<file path="src/rtl/dice_roll_ctrl.sv">
// Dice roller: edge-detected die buttons start a spin/settle animation on a BCD counter.
// Optional result history (prev_bcd) is built only when DICE_HISTORY_EN is defined.
module dice_roll_ctrl #(
  parameter int SPIN_TICKS   = 16,
  parameter int SETTLE_STEPS = 4
) (
  input  logic       clk,
  input  logic       rst,
  input  logic       tick,
  input  logic [6:0] req,
  output logic [7:0] value_bcd,
  output logic [2:0] die_sel,
  output logic       busy,
  output logic       done,
  output logic [7:0] prev_bcd
);

  localparam int TW = $clog2(SPIN_TICKS + 1);
  localparam int SW = $clog2(SETTLE_STEPS + 2);

  localparam logic [1:0] S_IDLE   = 2'd0;
  localparam logic [1:0] S_SPIN   = 2'd1;
  localparam logic [1:0] S_SETTLE = 2'd2;
  localparam logic [1:0] S_HOLD   = 2'd3;

  logic [1:0]    r_state;
  logic [6:0]    r_req_q;
  logic [7:0]    r_cnt;
  logic [7:0]    r_value;
  logic [2:0]    r_die;
  logic          r_done;
  logic [TW-1:0] r_tick_cnt;
  logic [SW-1:0] r_step;
  logic [SW-1:0] r_wait;

  logic [6:0] w_edge;
  logic [2:0] w_sel;
  logic       w_any;
  logic [7:0] w_start;
  logic       w_spin_end;
  logic       w_step_end;
  logic       w_to_hold;

  function automatic logic [7:0] die_max(input logic [2:0] d);
    case (d)
      3'd0:    return 8'h04;
      3'd1:    return 8'h06;
      3'd2:    return 8'h08;
      3'd3:    return 8'h10;
      3'd4:    return 8'h12;
      3'd5:    return 8'h20;
      default: return 8'h99;
    endcase
  endfunction

  function automatic logic [7:0] bcd_inc(input logic [7:0] v, input logic [2:0] d);
    if (v == die_max(d)) return (d == 3'd6) ? 8'h00 : 8'h01;
    if (v[3:0] == 4'd9)  return {v[7:4] + 4'd1, 4'd0};
    return {v[7:4], v[3:0] + 4'd1};
  endfunction

  assign w_edge = req & ~r_req_q;

  // NOTE: every always_comb output gets a default first, so no path can infer a latch.
  always_comb begin
    w_sel = 3'd0;
    w_any = 1'b0;
    for (int i = 6; i >= 0; i--) begin
      if (w_edge[i]) begin
        w_sel = 3'(i);
        w_any = 1'b1;
      end
    end
  end

  assign w_start    = (w_sel == 3'd6) ? 8'h00 : 8'h01;
  assign w_spin_end = (r_state == S_SPIN) && tick && (r_tick_cnt == TW'(SPIN_TICKS - 1));
  assign w_step_end = (r_state == S_SETTLE) && tick && (r_wait == r_step + SW'(1));
  assign w_to_hold  = w_step_end && (r_step == SW'(SETTLE_STEPS - 1));

  // NOTE: state registers use non-blocking assignments so all of them update together at the edge.
  always_ff @(posedge clk) begin
    if (rst) begin
      r_state    <= S_IDLE;
      r_req_q    <= '0;
      r_cnt      <= 8'h01;
      r_value    <= 8'h01;
      r_die      <= 3'd0;
      r_done     <= 1'b0;
      r_tick_cnt <= '0;
      r_step     <= '0;
      r_wait     <= '0;
    end else begin
      r_req_q <= req;
      r_done  <= 1'b0;
      case (r_state)
        S_IDLE, S_HOLD: begin
          if (w_any) begin
            r_die      <= w_sel;
            r_cnt      <= w_start;
            r_value    <= w_start;
            r_tick_cnt <= '0;
            r_state    <= S_SPIN;
          end
        end
        S_SPIN: begin
          r_cnt <= bcd_inc(r_cnt, r_die);
          if (tick) begin
            r_value    <= r_cnt;
            r_tick_cnt <= r_tick_cnt + TW'(1);
          end
          if (w_spin_end) begin
            r_tick_cnt <= '0;
            r_step     <= '0;
            r_wait     <= '0;
            r_state    <= S_SETTLE;
          end
        end
        S_SETTLE: begin
          r_cnt <= bcd_inc(r_cnt, r_die);
          if (w_step_end) begin
            r_value <= r_cnt;
            r_wait  <= '0;
            r_step  <= r_step + SW'(1);
          end else if (tick) begin
            r_wait <= r_wait + SW'(1);
          end
          if (w_to_hold) begin
            r_done  <= 1'b1;
            r_state <= S_HOLD;
          end
        end
        default: r_state <= S_IDLE;
      endcase
    end
  end

  assign value_bcd = r_value;
  assign die_sel   = r_die;
  assign done      = r_done;
  assign busy      = (r_state == S_SPIN) || (r_state == S_SETTLE);

`ifdef DICE_HISTORY_EN
  // value_bcd is reloaded at acceptance, so the last final result is kept on its own.
  logic [7:0] r_prev;
  logic [7:0] r_last;

  always_ff @(posedge clk) begin
    if (rst) begin
      r_prev <= 8'h00;
      r_last <= 8'h01;
    end else if (w_to_hold) begin
      r_prev <= r_last;
      r_last <= r_cnt;
    end
  end

  assign prev_bcd = r_prev;
`else
  assign prev_bcd = 8'h00;
`endif

endmodule

</file>
<file path="config.mk">
export PLATFORM = sky130hd
export DESIGN_NAME = dice_roll_ctrl
export DESIGN_NICKNAME = d
export VERILOG_FILES = /design/src/rtl/dice_roll_ctrl.sv
export SDC_FILE = /design/constraint.sdc
export NUM_CORES = 1
export LEC_CHECK = 0
export CAP_MARGIN = 15
export CORE_ASPECT_RATIO = 0.5
export CORE_MARGIN = 5
export CORE_UTILIZATION = 54
export DETAILED_ROUTE_END_ITERATION = 16
export PLACE_DENSITY = 0.79
export SETUP_SLACK_MARGIN = 0.1
export SLEW_MARGIN = 20
export SYNTH_ARGS = -nofsm -noshare
export SYNTH_HDL_FRONTEND = slang
export SYNTH_SLANG_ARGS = --single-unit
</file>
<file path="constraint.sdc">
create_clock -name clk -period 2.55 [get_ports clk]
set_input_delay 0.51 -clock clk [delete_from_list [all_inputs] [get_ports clk]]
set_output_delay 0.51 -clock clk [all_outputs]
set_load 0.01 [all_outputs]
</file>
## After elaboration in Yosys (flattened, before gate mapping)

Index checks and enable logic that the tools add are counted.

- Register bits: 40
- Bits in latches: 0
- RAM bits: 0
- Memory bits (read-only): 0
- Input port bits: 10
- Output and inout bits: 21
- Word-level logic and storage cells: 124
- Memories kept: 0

- $add $sub $neg: 5
- Multipliers: 0
- Div/mod/pow operators: 0
- Order comparisons: 0
- Equality and inequality tests: 25
- Shift-type cells: 0
- Mux-type cells: 62
- Bitwise gates (word level): 3
- Reduce and logical (&&, ||, !) cells: 19

Operators by type and width:

| operator | number |
|---|---|
| 8-bit 2-to-1 mux | 15 |
| 8-bit case mux with 3 select lines | 2 |
| 8-bit case mux with 6 select lines | 1 |
| 3-bit 2-to-1 mux | 11 |
| 1-bit 2-to-1 mux | 23 |
| 3-bit AND reduction | 6 |
| 8-bit equality test | 2 |
| 5-bit 2-to-1 mux | 3 |
| 3-bit equality test, second input constant | 4 |
| 3-bit inequality test, second input constant | 4 |
| 3-bit case mux with 2 select lines | 2 |
| 2-bit inequality test, second input constant | 5 |
| 5-bit case mux with 2 select lines | 1 |
| 3-bit by 2-bit equality test with 1-bit output, second input constant | 3 |
| 4-bit by 1-bit adder with 4-bit output, second input constant | 2 |
| 7-bit bitwise AND | 1 |
| 7-bit inverter | 1 |
| 3-bit by 1-bit adder with 3-bit output, second input constant | 2 |
| 2-bit 2-to-1 mux | 3 |
| 2-bit case mux with 3 select lines | 1 |
| 5-bit by 1-bit adder with 5-bit output, second input constant | 1 |
| 5-bit by 4-bit equality test with 1-bit output, second input constant | 1 |
| 1-bit logical AND | 5 |
| 2-bit equality test, second input constant | 2 |
| other kinds (11) | 13 |

## Longest topological paths before layout

- Word-level depth: 14
- Gate-level depth with buffers: 9

## Worst setup path after synthesis

OpenSTA, ideal clock, no wires.

- Path kind: register to register
- Start: reg r_step[0]
- End: reg r_value[2] (netlist: value_bcd[2])
- Arrival time: 2.221 ns
- Required time: 2.480 ns
- Path slack: 0.259 ns
- Stages on the path, launching flop included: 9
- Path buffers: 1
- Path through: dfxtp_1 ha_1 ha_1 xnor2_1 nor4_2 o221ai_1 buf_2 or3_1 a21oi_1

- Longest elaborated chain between the ends: 5

Ends and longest elaborated chain:

| item | RTL line | source |
|---|---|---|
| start, declared | 33 | `logic [SW-1:0] r_step;` |
| start signal, assigned | 124 | `r_step <= r_step + SW'(1);` |
| 3-bit by 1-bit adder with 3-bit output | 78 | `assign w_step_end = (r_state == S_SETTLE) && tick && (r_wait == r_step + SW'(1));` |
| 3-bit equality test | 78 |  |
| 1-bit logical AND | 78 |  |
| 2-bit inequality test (no source line) | - |  |
| 3-bit AND reduction (no source line) | - |  |
| end signal, assigned | 101 | `r_value <= w_start;` |
| end signal, assigned | 109 | `r_value <= r_cnt;` |
| end signal, assigned | 122 | `r_value <= r_cnt;` |
| end, declared | 29 | `logic [7:0] r_value;` |

Every way passes these cells.
A chain may end at the register's enable or synchronous reset.

## Final worst setup path

- Start: reg r_step[0]
- End: reg r_state[1]

- Longest elaborated chain between the ends: 6

Ends and longest elaborated chain:

| item | RTL line | source |
|---|---|---|
| 3-bit by 1-bit adder with 3-bit output | 78 |  |
| 3-bit equality test | 78 |  |
| 1-bit logical AND | 78 |  |
| 1-bit logical AND * | 79 | `assign w_to_hold = w_step_end && (r_step == SW'(SETTLE_STEPS - 1));` |
| 2-bit inequality test (no source line) * | - |  |
| 3-bit AND reduction (no source line) * | - |  |
| end signal, assigned | 84 | `r_state <= S_IDLE;` |
| end signal, assigned | 103 | `r_state <= S_SPIN;` |
| end signal, assigned | 116 | `r_state <= S_SETTLE;` |
| end, declared | 26 | `logic [1:0] r_state;` |

Mark *: on every way between the ends. The rest lies on a longest branch, timed or not.

==> run summary <==
The tool flagged a number of max-cap violations equal to 0. The standard cell core area is 3880 sq um, and the fraction of registers with async set/reset is 0%. In this design, the stage delay of the slowest critical-path cell is 0.37 ns. The run gives 253 as the post-synthesis cell count. The cell sitting at the root of the clock tree is a clkbuf_8.

Per report_power, the combinational group accounts for 44.1% of the total. The tools report the die footprint as 5450 sq um. The first-pass detailed-route iteration total was 4. In the final layout, flip-flops and latches occupy 802 sq um. After layout, the worst setup slack is 0.234 ns. The number of pins exceeding their max-slew limit in the final report came out at 0. The tools report the layout filler cell count as 316.

The leakage power figure was 1.04 nW. STA puts the critical path data required time at 2.76 ns. The die is 99.5 um wide.

The internal portion of the total power is 1.41 mW. The run gives 19.7% as the clock share of power. The clock period minus worst slack came out at 2.32 ns. In the final routed layout, each cell accounts on average for 13.8 um. The category of the critical setup timing path is register to register.

The hold-fix buffer count after cts is 0. TritonCTS built the clock tree. The number of failing hold endpoints at the final stage is 0, and the total power of the final layout is 2.31 mW. The routed layout has 1888 vias.

Capturing element type of the critical path: a register. The antenna diode count came out at 0. The tools report the initial antenna violation count as 0. The maximum VDD drop was 0.000529 V; the number of nets in the finished design was 306.

After clock tree synthesis, the clock-pin slew on the worst setup and hold paths is 0.07 ns. The routed design has 4.70 mm of wire. The clock passes through at most 2 buffers.

During synthesis, Yosys emitted a total of 0 warnings. After synthesis the cells add up to 2160 sq um. After synthesis, the mean cell area works out to 8.55 sq um. Of all cell types, the one taking the most synthesized area is dfxtp_1.

The synthesized design contains 40 register bits. The post-layout instance area was 2620 sq um; the data arrival time of the critical path was 2.53 ns. The run gives 2 as the number of H-tree branching levels.

The starting density of the core was 55.7%; the number of placement rows was 16. The placed instances occupy a cell area of 2470 sq um. Yosys attributes the largest share of cell area to dfxtp_1, ha_1, nor2_1, nor2b_1, a21oi_1.

The floorplan step set the die height to 54.8 um. The netlist uses 57 different library cells. Along the worst path, the maximum fanout reaches 4. Maximum number of pins on one net before global-route repair: 24. Sequential elements use 37.0% of the synthesized area. The layout overhead on the synthesized area is 21.2%, and the first-pass GRT wire length is 7.60 mm.

dfxtp_1 is the most common cell in the netlist. The most used flip-flop cell after synthesis is dfxtp_1. The number of clock sinks was 40. The number of global-route vias before repair is 1730, and the ratio of final minimum period to clock period is 90.8%.

The net load switching power was 0.900 mW; the number of flops mapped to enable cells by yosys was 0. Buffers placed on the I/O ports in this run total 22. Summing all multi-input logic gate instances after layout gives 1270 sq um. Setup violations remaining at the end of the flow were counted as 0. For this design the ratio of total power to cell area is 883 nW/um^2. Timing would allow up to 432 MHz. Global routing consumed, over all layers together, 17.9% of the routing resources. Timing analysis after detailed placement gives a worst setup slack of -0.115 ns. The flow ran to the end, and the final reports show no timing, DRC or antenna violations. Registers are responsible for 36.2% of the overall power.

For the final database, setup skew stands at 0.00615 ns. On the final layout, the worst hold slack is 0.449 ns. Setup repair after global routing left no endpoint under its margin. After detailed routing, the number of remaining DRC violations is 0.

The count of buffer and inverter cells on the critical path is 2. Walking the worst path, the cells encountered are ha_1, ha_4, xnor2_1, nor4_4, buf_4, nand2_1, a211oi_2, buf_4, nor2_1, a211oi_2. After legalization and detailed placement, the total HPWL measured 3.45 mm.

The post-detailed-route via-to-cell ratio came out at 5.55. Of the cells placed in the final design, the portion with a size suffix greater than 1 is 12.9%. The remaining antenna violation count after routing came out at 0. By count the netlist is led by dfxtp_1, nor2_1, nand2_1. The tightest min-delay check is of the register to register type. Routability-driven placement finished with a final weighted congestion of 0.886. For this run the aggregate overflow at the end of global routing stands at 0.

The critical path startpoint category is a register. The fraction of synthesized cell area taken by the top area cell type came out at 37.0%. The largest individual stage delay along the critical path comes from the cell nor4_4. Buffers inserted during clock tree synthesis total 5. Net switching is 38.9% of the power. The kind of cell with the highest combined delay on the critical path is simple AND/OR/NAND/NOR gates.

The logs give 92 for the number of violations reported at the end of detailed-routing iteration 0 and 31 for the number of ports placed on the die boundary. The later pin in the worst-skew pair is clocked with a latency of 0.30 ns.
[state kept, by name, indices dropped and copies added (netlist names)]
register / count
r_step: 3
r_tick_cnt: 5
done: 1
die_sel: 3
value_bcd: 8
r_req_q: 7
r_state: 2
r_cnt: 8
r_wait: 3
[repair_timing]
item / in CTS / in global routing
resized for setup: 1 / 6
pin swaps: 1 / 1
cloned: 0 / 0
setup endpoints to repair: 6 / 8
buffers inserted: 0 / 1
[power groups by stage]
| stage | Combinational (mW) | Clock (mW) | Sequential [mW] |
|---|---|---|---|
| 3_3_place_gp | 0.934 | 0 | 0.842 |
| 5_1_grt | 1.13 | 0.492 | 0.859 |
| 3_5_place_dp | 0.961 | 0 | 0.850 |
| 4_1_cts | 0.976 | 0.465 | 0.834 |
| 6_report | 1.02 | 0.456 | 0.838 |
| 2_1_floorplan | 0.710 | 0 | 0.806 |
[cell usage in the layout (no fill, tap or decap), drive strengths merged, types with 2 or more instances in the layout]
master	instances
a211o	4
a211oi	5
a21oi	17
a311oi	2
a31oi	2
and2	2
and3	5
buf	16
clkbuf	7
clkdlybuf4s50	22
conb	8
dfxtp	40
ha	10
inv	12
mux2i	6
nand2	19
nand2b	6
nand3	5
nor2	24
nor2b	14
nor3	5
nor4	3
o21ai	7
o311ai	2
o31ai	2
or2	2
or3	5
or3b	4
xnor2	5
xor2	3
[area by class of cell]
class,instances,share of cell area [%]
clock buffer,7,3.67
inverter,12,1.72
multi-input combinational,189,48.5
sequential,40,30.6
tap,54,2.58
timing repair buffer,38,13.0
[worst min-delay path: stages (launching register included)]
cell	delay, ns
dfxtp_1	0.31
nand2_1	0.05
a21oi_1	0.05
[path summary, 6_finish.rpt]
path                 from           end  slack, ns  cells past startpoint
max             r_step[0]    r_state[1]       0.23                     10
min          value_bcd[7]  value_bcd[7]       0.45                      2
max reg2reg     r_step[0]    r_state[1]       0.23                     10
min reg2reg  value_bcd[7]  value_bcd[7]       0.45                      2
[routing by layer]
metal,share of wire [%],GRT usage [%]
met1,46,21.4
met2,46,31.4
met3,5.7,3.82
met4,1.7,9.52
met5,0,0
[stage by stage]
step,setup TNS (ns),utilization [%],std cells
floorplan,0,-,260
global placement,-0.0413,63.7,332
detailed placement,-0.261,63.7,332
CTS,0,66.4,339
global route,0,67.5,340
finish,0,67.5,340
[cell families after synthesis]
logic type	count (synthesis)	share of synthesized area (%)
AOI/OAI and AO/OA	54	17.4
xor gates and xnor gates	8	3.24
adders and majority gates	10	5.78
buffers and inverters	31	7.40
DFF	40	37.0
muxes	7	3.30
other	1	0.173
and+or+nand+nor	102	25.7
(Power assumes the default switching activity.)
==> RTL change (same flow settings) <==
Set the parameter `SPIN_TICKS` to 32 (it was 16).
--- a/src/rtl/dice_roll_ctrl.sv
+++ b/src/rtl/dice_roll_ctrl.sv
@@ -2,5 +2,5 @@
 // Optional result history (prev_bcd) is built only when DICE_HISTORY_EN is defined.
 module dice_roll_ctrl #(
-  parameter int SPIN_TICKS   = 16,
+  parameter int SPIN_TICKS   = 32,
   parameter int SETTLE_STEPS = 4
 ) (
Function: same outputs for any inputs over 10 cycles, from zero or initial values and one cycle with rst high; that may be too few to reach the edited logic, so the function may still have changed.
==> RTL change against the unedited design <==
Clock skew fell by 0.0025 ns. Worst setup slack got worse by 0.030 ns. Worst hold slack improved by 0.011 ns. Non-clock buffer count rose by 1. Final area rose by 1.2%. Power rose by 6.4%. Wire length rose by 6.9%. Synthesized area rose by 2.1%. Sequential cell count rose by 1. Largest cell class unchanged. Highest routed layer unchanged.
==> RTL change: results <==
set metrics [dict create \
    grt_max_degree 22 \
    use_met1_pct 22.37 \
    seq_power_share_pct 33.7 \
    wirelength_um 5026 \
    grt_use_met2_pct 31.17 \
    static-leakage-power_nw 1.006 \
    critPathArrivalTime_ns 2.52 \
    cpPeakStageDelay_ns 0.55 \
    status "complete, no violations" \
    synth.distinct_cells 54 \
    grt_pass1_wl_um 8397 \
    fillers 328 \
    powerClk_mw 0.470 \
    yosys-mux-area-fraction_pct 1.416 \
    via_per_inst 5.585 \
    irDropWorstVdd_mv 0.4509 \
    synth_common_cells "dfxtp_1, nor2_1, nand2_1" \
    clkPwrFrac_pct 19.1 \
    via_count 1977 \
    grt_pass1_vias 1914 \
    seq_area_frac_synth_pct 37.15 \
    hold_start "value_bcd[3]" \
    gp_congestion 0.8274 \
    wl_met2_um 2418 \
    timing.final.ws_setup_ns 0.2037 \
    final_nets 319 \
    final_area_um2 2655 \
    whs_ns 0.4603 \
    synth_compound_area_share_pct 19.31 \
]
-- RTL change: cell types whose count changed after synthesis, moves of 4 or more --
cell      change
nand2_1       +5
mux2i_1       -4
clkbuf_1      +4
or3b_2        -4
a21oi_1       +4
and3_1        -4
or3b_1        +6
nand4_1       +5
-- RTL change: layout make-up --
cell class	instances	area (µm²)	area share (%)
Clock buffer	7	96.34	3.629
Sequential cell	41	820.8	30.91
Timing Repair Buffer	39	347.8	13.10
Multi-Input combinational cell	200	1272	47.93
Clock inverter	1	5.005	0.1885
Inverter	12	45.04	1.697
Tap cell	54	67.56	2.545
-- RTL change: path summary, 6_finish.rpt --
path         cells past startpoint            to
min reg2reg                      2  value_bcd[3]
max reg2reg                      6      r_cnt[0]
max                              6      r_cnt[0]
min                              2  value_bcd[3]
-- RTL change: repair_timing --
action,in CTS,in global routing
setup endpoints to repair,1,11
endpoints found under the hold margin,0,0
resized for setup,1,4
pin swaps,0,1
buffers inserted,0,1
